File: config.mk
export PLATFORM = sky130hd
export DESIGN_NAME = fir_seq_flat
export DESIGN_NICKNAME = d
export VERILOG_FILES = /design/src/rtl/fir_pkg.sv /design/src/rtl/fir_seq_if.sv /design/src/rtl/fir_mac.sv /design/src/rtl/fir_seq.sv /design/src/flat_wrapper.sv
export SDC_FILE = /design/constraint.sdc
export NUM_CORES = 1
export LEC_CHECK = 0
export BUFFER_PORTS_ARGS = -buffer_cell sky130_fd_sc_hd__buf_2
export CELL_PAD_IN_SITES_DETAIL_PLACEMENT = 1
export CELL_PAD_IN_SITES_GLOBAL_PLACEMENT = 1
export CORE_MARGIN = 1.5
export CORE_UTILIZATION = 52
export DETAILED_ROUTE_END_ITERATION = 16
export GPL_TIMING_DRIVEN = 0
export PLACE_DENSITY = 0.89
export SLEW_MARGIN = 20
export SYNTH_ARGS = -nofsm -noshare
export SYNTH_HDL_FRONTEND = slang
export SYNTH_HIERARCHICAL = 1
export SYNTH_SLANG_ARGS = --single-unit
File: constraint.sdc
create_clock -name clk -period 12.1 [get_ports clk]
set_clock_uncertainty 0.1 [all_clocks]
set_input_delay 2.42 -clock clk [delete_from_list [all_inputs] [get_ports clk]]
set_output_delay 2.42 -clock clk [all_outputs]
set_load 0.01 [all_outputs]
File: src/rtl/fir_pkg.sv
// Shared widths, default coefficients and FSM encoding for the time-multiplexed FIR.
// The FIR_COEF_WR_EN macro (used in fir_seq) selects writable coefficient registers.
package fir_pkg;
  localparam int SMP_W    = 12;  // Q2.10 sample
  localparam int COEF_W   = 10;  // Q0.10 coefficient
  localparam int PROD_W   = 22;  // Q2.20 product
  localparam int RES_W    = 12;  // Q2.10 result
  localparam int FRAC_W   = 10;
  localparam int RND_C    = 1 << (FRAC_W - 1);
  localparam int RES_MAX  = 2047;
  localparam int RES_MIN  = -2048;
  localparam int NTAP_MAX = 16;

  // Taps beyond the 8-tap default set are zero so larger NTAP builds stay defined.
  localparam logic signed [COEF_W-1:0] COEF_DEFAULT [NTAP_MAX] = '{
    10'sd21, 10'sd67, 10'sd170, 10'sd253, 10'sd253, 10'sd170, 10'sd67, 10'sd21,
    10'sd0,  10'sd0,  10'sd0,   10'sd0,   10'sd0,   10'sd0,   10'sd0,  10'sd0
  };

  typedef enum logic [1:0] {IDLE, MAC, OUT} state_e;

  function automatic int idx_w(int n);
    return (n > 1) ? $clog2(n) : 1;
  endfunction
endpackage

File: src/rtl/fir_seq_if.sv
// Sample-in / result-out valid/ready handshake bundle for fir_seq.
interface fir_seq_if;
  import fir_pkg::*;

  logic                    in_valid;
  logic signed [SMP_W-1:0] in_data;
  logic                    in_ready;
  logic                    out_valid;
  logic signed [RES_W-1:0] out_data;
  logic                    out_ready;

  modport master (output in_valid, in_data, out_ready,
                  input  in_ready, out_valid, out_data);
  modport slave  (input  in_valid, in_data, out_ready,
                  output in_ready, out_valid, out_data);
endinterface

File: src/rtl/fir_mac.sv
// Shared multiply-accumulate with clear/enable plus round-and-saturate of the running sum.
module fir_mac
  import fir_pkg::*;
#(
  parameter int NTAP = 8
) (
  input  logic                     clk,
  input  logic                     rst_n,
  input  logic                     clr_i,
  input  logic                     en_i,
  input  logic signed [SMP_W-1:0]  smp_i,
  input  logic signed [COEF_W-1:0] coef_i,
  output logic signed [RES_W-1:0]  res_o
);
  localparam int AW = PROD_W + idx_w(NTAP);
  localparam logic signed [AW:0] SAT_HI = (AW+1)'(RES_MAX);
  localparam logic signed [AW:0] SAT_LO = (AW+1)'(RES_MIN);

  logic signed [PROD_W-1:0] smp_x, coef_x, prod;
  logic signed [AW-1:0]     acc_q, acc_d, sum;
  logic signed [AW:0]       rnd, shf;

  assign smp_x  = PROD_W'(smp_i);
  assign coef_x = PROD_W'(coef_i);
  assign prod   = smp_x * coef_x;
  assign sum    = acc_q + AW'(prod);

  // Result is taken from the sum including the current product, so the
  // last tap's contribution is visible on the same edge it is accumulated.
  assign rnd = (AW+1)'(sum) + (AW+1)'(RND_C);
  assign shf = rnd >>> FRAC_W;

  always_comb begin
    if (shf > SAT_HI)      res_o = RES_W'(RES_MAX);
    else if (shf < SAT_LO) res_o = RES_W'(RES_MIN);
    else                   res_o = shf[RES_W-1:0];
  end

  always_comb begin
    acc_d = acc_q;
    if (clr_i)     acc_d = '0;
    else if (en_i) acc_d = sum;
  end

  always_ff @(posedge clk or negedge rst_n) begin
    if (!rst_n) acc_q <= '0;
    else        acc_q <= acc_d;
  end
endmodule

File: src/rtl/fir_seq.sv
// Sequencer for the shared-MAC FIR: delay line, tap counter, coefficient store, handshakes.
// Define FIR_COEF_WR_EN to get writable coefficients and the coef_* ports.
module fir_seq
  import fir_pkg::*;
#(
  parameter int NTAP = 8
) (
  input  logic                     clk,
  input  logic                     rst_n,
  fir_seq_if.slave                 io,
  output logic                     busy
`ifdef FIR_COEF_WR_EN
  ,
  input  logic                     coef_we,
  input  logic [3:0]               coef_addr,
  input  logic signed [COEF_W-1:0] coef_data
`endif
);
  localparam int KW = idx_w(NTAP);

  state_e                       state_q, state_d;
  logic [KW-1:0]                k_q, k_d;
  logic [KW-1:0]                wp_q, wp_d;
  logic [KW-1:0]                base_q, base_d;
  logic [KW-1:0]                tap_idx;
  logic [NTAP-1:0][SMP_W-1:0]   dl_q;
  logic signed [RES_W-1:0]      out_q;
  logic signed [SMP_W-1:0]      smp_sel;
  logic signed [COEF_W-1:0]     coef_sel;
  logic signed [RES_W-1:0]      mac_res;
  logic                         dl_we, acc_clr, acc_en, out_ld;

  always_comb begin
    state_d = state_q;
    k_d     = k_q;
    wp_d    = wp_q;
    base_d  = base_q;
    dl_we   = 1'b0;
    acc_clr = 1'b0;
    acc_en  = 1'b0;
    out_ld  = 1'b0;
    unique case (state_q)
      IDLE: if (io.in_valid) begin
        dl_we   = 1'b1;
        base_d  = wp_q;
        wp_d    = wp_q + KW'(1);
        acc_clr = 1'b1;
        k_d     = '0;
        state_d = MAC;
      end
      MAC: begin
        acc_en = 1'b1;
        k_d    = k_q + KW'(1);
        if (k_q == KW'(NTAP - 1)) begin
          out_ld  = 1'b1;
          state_d = OUT;
        end
      end
      OUT: if (io.out_ready) state_d = IDLE;
      default: state_d = IDLE;
    endcase
  end

  always_ff @(posedge clk or negedge rst_n) begin
    if (!rst_n) begin
      state_q <= IDLE;
      k_q     <= '0;
      wp_q    <= '0;
      base_q  <= '0;
    end else begin
      state_q <= state_d;
      k_q     <= k_d;
      wp_q    <= wp_d;
      base_q  <= base_d;
    end
  end

  always_ff @(posedge clk or negedge rst_n) begin
    if (!rst_n)     dl_q <= '0;
    else if (dl_we) dl_q[wp_q] <= io.in_data;
  end

  always_ff @(posedge clk or negedge rst_n) begin
    if (!rst_n)      out_q <= '0;
    else if (out_ld) out_q <= mac_res;
  end

  // NTAP is a power of two, so the pointer subtraction wraps modulo NTAP for free.
  assign tap_idx = base_q - k_q;
  assign smp_sel = $signed(dl_q[tap_idx]);

`ifdef FIR_COEF_WR_EN
  logic [NTAP-1:0][COEF_W-1:0] coef_q;

  // Writes only land in IDLE so a filter pass never sees a mixed coefficient set.
  always_ff @(posedge clk or negedge rst_n) begin
    if (!rst_n) begin
      for (int i = 0; i < NTAP; i++) coef_q[i] <= COEF_DEFAULT[i];
    end else if (state_q == IDLE && coef_we && 32'(coef_addr) < NTAP) begin
      coef_q[coef_addr[KW-1:0]] <= coef_data;
    end
  end

  assign coef_sel = $signed(coef_q[k_q]);
`else
  assign coef_sel = COEF_DEFAULT[k_q];
`endif

  fir_mac #(.NTAP(NTAP)) u_mac (
    .clk    (clk),
    .rst_n  (rst_n),
    .clr_i  (acc_clr),
    .en_i   (acc_en),
    .smp_i  (smp_sel),
    .coef_i (coef_sel),
    .res_o  (mac_res)
  );

  assign io.in_ready  = (state_q == IDLE);
  assign io.out_valid = (state_q == OUT);
  assign io.out_data  = out_q;
  assign busy         = (state_q != IDLE);
endmodule

File: src/flat_wrapper.sv
// flat-port wrapper written by rule: the top's interface ports become plain ports
module fir_seq_flat import fir_pkg::*;
#(
  parameter int NTAP = 8
)
  (clk, rst_n, busy, io_in_valid, io_in_data, io_out_ready, io_in_ready, io_out_valid, io_out_data);
  fir_seq_if io_i ();
  input  logic clk;
  input  logic rst_n;
  output logic busy;
  input wire logic [$bits(io_i.in_valid)-1:0] io_in_valid;
  input wire logic [$bits(io_i.in_data)-1:0] io_in_data;
  input wire logic [$bits(io_i.out_ready)-1:0] io_out_ready;
  output wire logic [$bits(io_i.in_ready)-1:0] io_in_ready;
  output wire logic [$bits(io_i.out_valid)-1:0] io_out_valid;
  output wire logic [$bits(io_i.out_data)-1:0] io_out_data;
  assign io_i.in_valid = io_in_valid;
  assign io_i.in_data = io_in_data;
  assign io_i.out_ready = io_out_ready;
  assign io_in_ready = io_i.in_ready;
  assign io_out_valid = io_i.out_valid;
  assign io_out_data = io_i.out_data;
  fir_seq #(.NTAP(NTAP)) u_core (.clk(clk), .rst_n(rst_n), .io(io_i), .busy(busy));
endmodule
# Word-level counts from Yosys, hierarchy flattened
# Memory sizes are Yosys's and may differ from the RTL's.
# Index checks and enable logic that the tools add are counted.
[totals] register_bits=144 latch_bits=0 ram_bits=0 romBits=160 output_inout_bits=15 elab_cells=64 n_memories=1
[mem_list] name="(no name shown)" depth=16 word_bits=10 rd=1 rd_clocked_by_memory_dff=0 wr=0 line="fir_seq.sv:106" text="assign coef_sel = COEF_DEFAULT[k_q];"
[op_classes] n_addsub=5 mul=1 div_mod_pow=0 magnitude_cmp=6 n_eq_ne=6 shift=0 muxes=22 n_bitwise=1 reduce_logical=8
[ops] op="$bwmux 96" count=1
[ops] op="$mux 25" count=2
[ops] op="$mux 12" count=4
[ops] op="$bmux 12 s3" count=1
[ops] op="$demux 12 s3" count=1
[ops] op="$add 25x11->26 const B" count=1
[ops] op="$add 25x22->25" count=1
[ops] op="$mul 12x10->22" count=1
[ops] op="$mux 10" count=2
[ops] op="$gt 16x12->1 const B" count=1
[ops] op="$lt 16x12->1 const B" count=1
[ops] op="$lt 3x4->1 const B" count=2
[ops] op="$add 3x1->3 const B" count=2
[ops] op="$mux 2" count=3
[ops] op="$pmux 2 s3" count=1
[ops] op="$pmux 3 s2" count=1
[ops] op="$reduce_bool 2->1" count=3
[ops] op="$ge 4x5->1 const B" count=1
[ops] op="$mux 1" count=5
[ops] op="$ne 2x2->1 const B" count=2
[ops] op="$not 3->4" count=1
[ops] op="$reduce_and 2->1" count=2
[ops] op="$eq 3x3->1 const B" count=1
[ops] op="$ge 3x1->1 const B" count=1
[ops] op="8 further kinds" count=8

# Longest topological paths before layout
[depth] depth_word=10 mapped_depth=35 depth_no_buf=31

# Modules after synthesis
# The synthesis kept the hierarchy.
[by_module_without_submodules] module="fir_mac" n_inst=1 cells_each=831 area_each_um2=7482.2
[by_module_without_submodules] module="fir_seq" n_inst=1 cells_each=336 area_each_um2=5442.7

# Least setup slack after synthesis
# OpenSTA, ideal clock, no wires.
[synth_path] kind="flip-flop to flip-flop" from="register u_core.k_q[0]" to="register u_core.out_q[6], in the netlist u_core/io.out_data[6]" setup_ps=64 arrival_time_ps=8199 slack_ps=3737 path_stages_with_launch=31 period_less_slack_ps=8363 path_cell_list="dfrtp_1 ha_1 inv_1 fa_1 buf_1 buf_2 mux4_2 mux2_2 clkbuf_1 and2_1 fa_1 inv_1 fa_1 fa_1 inv_1 fa_1 inv_1 fa_1 inv_1 ha_1 a21o_1 a31o_1 or3_1 o21a_1 xor2_1 or4_1 o211ai_2 a21oi_2 buf_6 o31ai_4 mux2_2"
[synth_between] word_cells_on_any_way=17
[synth_rtl] item="start: declaration" line="fir_seq.sv:22" text="logic [KW-1:0] k_q, k_d;"
[synth_rtl] item="start signal: assignment" line="fir_seq.sv:72" text="k_q <= k_d;"
[synth_rtl] item="$sub 3x3->3 *" line="fir_seq.sv:89" text="assign tap_idx = base_q - k_q;"
[synth_rtl] item="$bmux 12 s3 *" line="fir_seq.sv:90" text="assign smp_sel = $signed(dl_q[tap_idx]);"
[synth_rtl] item="$mux 12 (not written as such) *" line="fir_seq.sv:90"
[synth_rtl] item="net u_core.smp_sel[11]" line="fir_seq.sv:28" text="logic signed [SMP_W-1:0] smp_sel;"
[synth_rtl] item="$mul 12x10->22 *" line="fir_mac.sv:25" text="assign prod = smp_x * coef_x;"
[synth_rtl] item="$add 25x22->25 *" line="fir_mac.sv:26" text="assign sum = acc_q + AW'(prod);"
[synth_rtl] item="$add 25x11->26 *" line="fir_mac.sv:30" text="assign rnd = (AW+1)'(sum) + (AW+1)'(RND_C);"
[synth_rtl] item="$lt 16x12->1" line="fir_mac.sv:35" text="else if (shf < SAT_LO) res_o = RES_W'(RES_MIN);"
[synth_rtl] item="$mux 12" line="fir_mac.sv:35"
[synth_rtl] item="$mux 12 *" line="fir_mac.sv:34" text="if (shf > SAT_HI) res_o = RES_W'(RES_MAX);"
[synth_rtl] item="net u_core.mac_res[6]" line="fir_seq.sv:30" text="logic signed [RES_W-1:0] mac_res;"
[synth_rtl] item="end signal: assignment" line="fir_seq.sv:85" text="else if (out_ld) out_q <= mac_res;"
[synth_rtl] item="end: declaration" line="fir_seq.sv:27" text="logic signed [RES_W-1:0] out_q;"
# The timed path passes the listed nets; every way through them passes the cells marked *. The select of a mux whose other input is x is not followed.
# A chain may end at the register's enable or synchronous reset.

# Worst setup path in the final report
[layout_path] from="register u_core.k_q[0]" to="register u_core.out_q[1], in the netlist u_core/io.out_data[1]"
# The elaborated chain is that of the path after synthesis.

==> flow_summary.ini <==
[setup_path]
cpPeakStageDelay_ns = 0.79
worst_setup_path_start_kind = flop
rr_worst_depth = 32
required_ns = 12.33
critical_path.endpoint_type = flop
crit_slowest_cell = fa_1
path_common_cell = fa_1
critPathKind = flop to flop
arrival_ns = 10.64
path_max_fanout = 10

[clocking]
cts_tree = done
cts_setup_buffers = 0
insertion_delay_ns = 0.45
cts.clk_slew.worst_paths_ns = 0.08
cts_made_buffers = 17
cts_resized = 0
cts_sinks = 144
cts_root_buffer = clkbuf_16
cts_buffer_depth = 2
cts.htree.levels = 4
postCtsHoldBufs = 0

[timing]
max_freq_ghz = 0.0961
setup_ws_ns = 1.69
hold_violations = 0
fin_tns_setup_ns = 0
setup_viol_count_final = 0
tightest_slew_ns = 0.873
period_needed_ns = 10.41
relSlewSlack_pct = 41.8
fin_crit_sh_pct = 86.0
drv_slew = 0
rsz0062_at_grt = false

[floorplanning]
die_width_um = 161
design.core.area_um2 = 24300
fp.dieH_um = 161
ioPinCount = 31
rows = 57
dieArea_um2 = 25800
start_util_pct = 53.1

[detailed_routing]
wl_per_cell_um = 25.4
drtIter0Drc = 746
vias = 9312
wl_um = 39700
drc = 0
drtPass1Iterations = 5
detail-route-antenna-nets = 0
vias_per_cell = 5.97

[placed_design]
portBuffers = 30
gp_congestion = 0.803
pre_cts_slack_ns = 2.29
postPlaceCellArea_um2 = 13500
dp_hpwl_um = 27000
place_inst = 1529

[global_route]
grt_pass1_wl_um = 63200
antenna_found_initial = 1
grt_pass1_vias = 11010
grt_overflow = 0
grt_max_degree = 92
gr-usage-all-layers_pct = 32.9

[logic_synthesis]
ys_seq_elements = 144
ys_types = 72
syn-instance-count = 1167
syn_area_um2 = 12900
ys.flop_type = dfrtp_1
synth.area.mux_share_pct = 16.5
synth-adder-area-share_pct = 28.7
async_flop_share_pct = 100
synth_compound_area_share_pct = 5.28
synth_top_family_by_area = adder cells
synthXorXnorAreaFrac_pct = 2.88
yosysWarnings = 6
avgSynthCellArea_um2 = 11.1
synth-edff-count = 0
synth_seq_area_share_pct = 27.9
synthSimpleGateAreaFrac_pct = 10.1

[finish]
seqCellArea_um2 = 3600
layout.nets = 1452
drive_above_1_share_pct = 22.0
final_area_um2 = 14200
area_growth_pct = 9.55
stdcell_count = 1561
n_fill_cell = 2594
multi_input_area_um2 = 8220
diodes = 0

[flow_run]
drv_cap = 0

[min_path]
hold_depth = 1
worstHoldPathType = flop to flop

[status]
status = completed
==> routing by layer <==
metal	vias to the layer above	track usage [%]	wire length [um]
li1	3859	-	-
met1	4836	37.4	14500
met2	440	57.2	20400
met3	177	6.59	2230
met4	0	20.1	2560
met5	-	0	0
==> layout by cell type, fill, tap and decap left out, drive strengths merged, types with 3 or more instances in the layout <==
cell    netlist  routed
nor3b         3       3
and3          7       7
inv         216     223
nor2         43      43
conb          1       8
nand3        10      10
and4          4       4
xnor2        28      28
nand2        85      85
nand4         3       3
and2         49      49
nor2b        16      16
a31oi         4       4
ha           72      72
o211ai        7       7
clkbuf       26      43
o31ai         4       4
xor2         12      12
or3           3       3
fa          140     140
a21oi        24      24
mux2i        19      19
o21bai        3       3
nor3          7       7
dfrtp       144     144
a21o          7       7
buf          27      58
o21ai        20      20
nand2b        3       3
nand4b        5       5
clkinv        0       7
mux4         24      24
mux2        124     124
a211oi        7       7
==> Yosys cell counts, types with 11 or more instances <==
cell type,count,area [um^2]
nor2_1,43,161
nor2b_1,16,100
mux2_2,124,1400
mux4_2,24,541
fa_1,140,2800
xnor2_1,26,228
nand2_1,83,312
inv_1,216,811
ha_1,72,901
a21oi_1,17,85.1
clkbuf_1,26,97.6
dfrtp_1,144,3600
and2_1,49,307
o21ai_1,12,60.1
xor2_1,11,96.3
mux2i_1,19,190
buf_6,12,135
==> sequential cells by signal (all words and copies together), names as in the netlist <==
name                cells
u_core/base_q           3
u_core/dl_q            96
u_core/io.out_data     12
u_core/k_q              3
u_core/state_q          2
u_core/u_mac/acc_q     25
u_core/wp_q             3
==> through the flow <==
step                      hold slack (ns)  util [%]
after CTS                           0.406      58.2
after global routing                0.427      58.2
after global placement              0.382      55.5
after detailed placement            0.388      55.7
final                               0.404      58.2
after floorplan                     0.374         -
==> critical path, delay by kind of cell (launching register included) <==
family / cells / cell delay [ns]
adders and majority gates: 8 / 4.05
AOI/OAI and AO/OA: 5 / 0.81
muxes: 3 / 1.01
DFF: 1 / 0.47
xor gates and xnor gates: 1 / 0.56
buffers and inverters: 10 / 1.97
and+or+nand+nor: 5 / 1.31
==> cells by family (layout without fill, tap and decap cells) <==
| logic type | count (synthesis) | in the layout |
|---|---|---|
| and+or+nand+nor | 246 | 246 |
| muxes | 167 | 167 |
| adders and majority gates | 212 | 212 |
| xor gates and xnor gates | 40 | 40 |
| buffers and inverters | 269 | 332 |
| DFF | 144 | 144 |
| other | 1 | 8 |
| AOI/OAI and AO/OA | 88 | 88 |
==> final timing paths <==
check / endpoint / slack, ns / start
worst max-delay path: u_core/io.out_data[1]$_DFFE_PN0P_ / 1.69 / u_core/k_q[0]$_DFFE_PN0P_
worst min-delay path: u_core/io.out_data[10]$_DFFE_PN0P_ / 0.40 / u_core/io.out_data[10]$_DFFE_PN0P_
worst max register to register: u_core/io.out_data[1]$_DFFE_PN0P_ / 1.69 / u_core/k_q[0]$_DFFE_PN0P_
worst min register to register: u_core/io.out_data[10]$_DFFE_PN0P_ / 0.40 / u_core/io.out_data[10]$_DFFE_PN0P_
min in group asynchronous: u_core/base_q[2]$_DFFE_PN0P_ / 1.79 / rst_n
max in group asynchronous: u_core/dl_q[4]$_DFFE_PN0P_ / 9.31 / rst_n
==> area by class of cell <==
class | instances | share of cell area [%]
inverter | 216 | 5.73
buffer | 53 | 2.21
tap | 324 | 2.86
clock buffer | 17 | 3.00
clock inverter | 15 | 1.34
timing repair buffer | 31 | 1.33
sequential | 144 | 25.4
multi-input combinational | 761 | 58.1
Power is not shown: default switching activity piles up to over one toggle a cycle in this logic, so the estimate is an artifact.
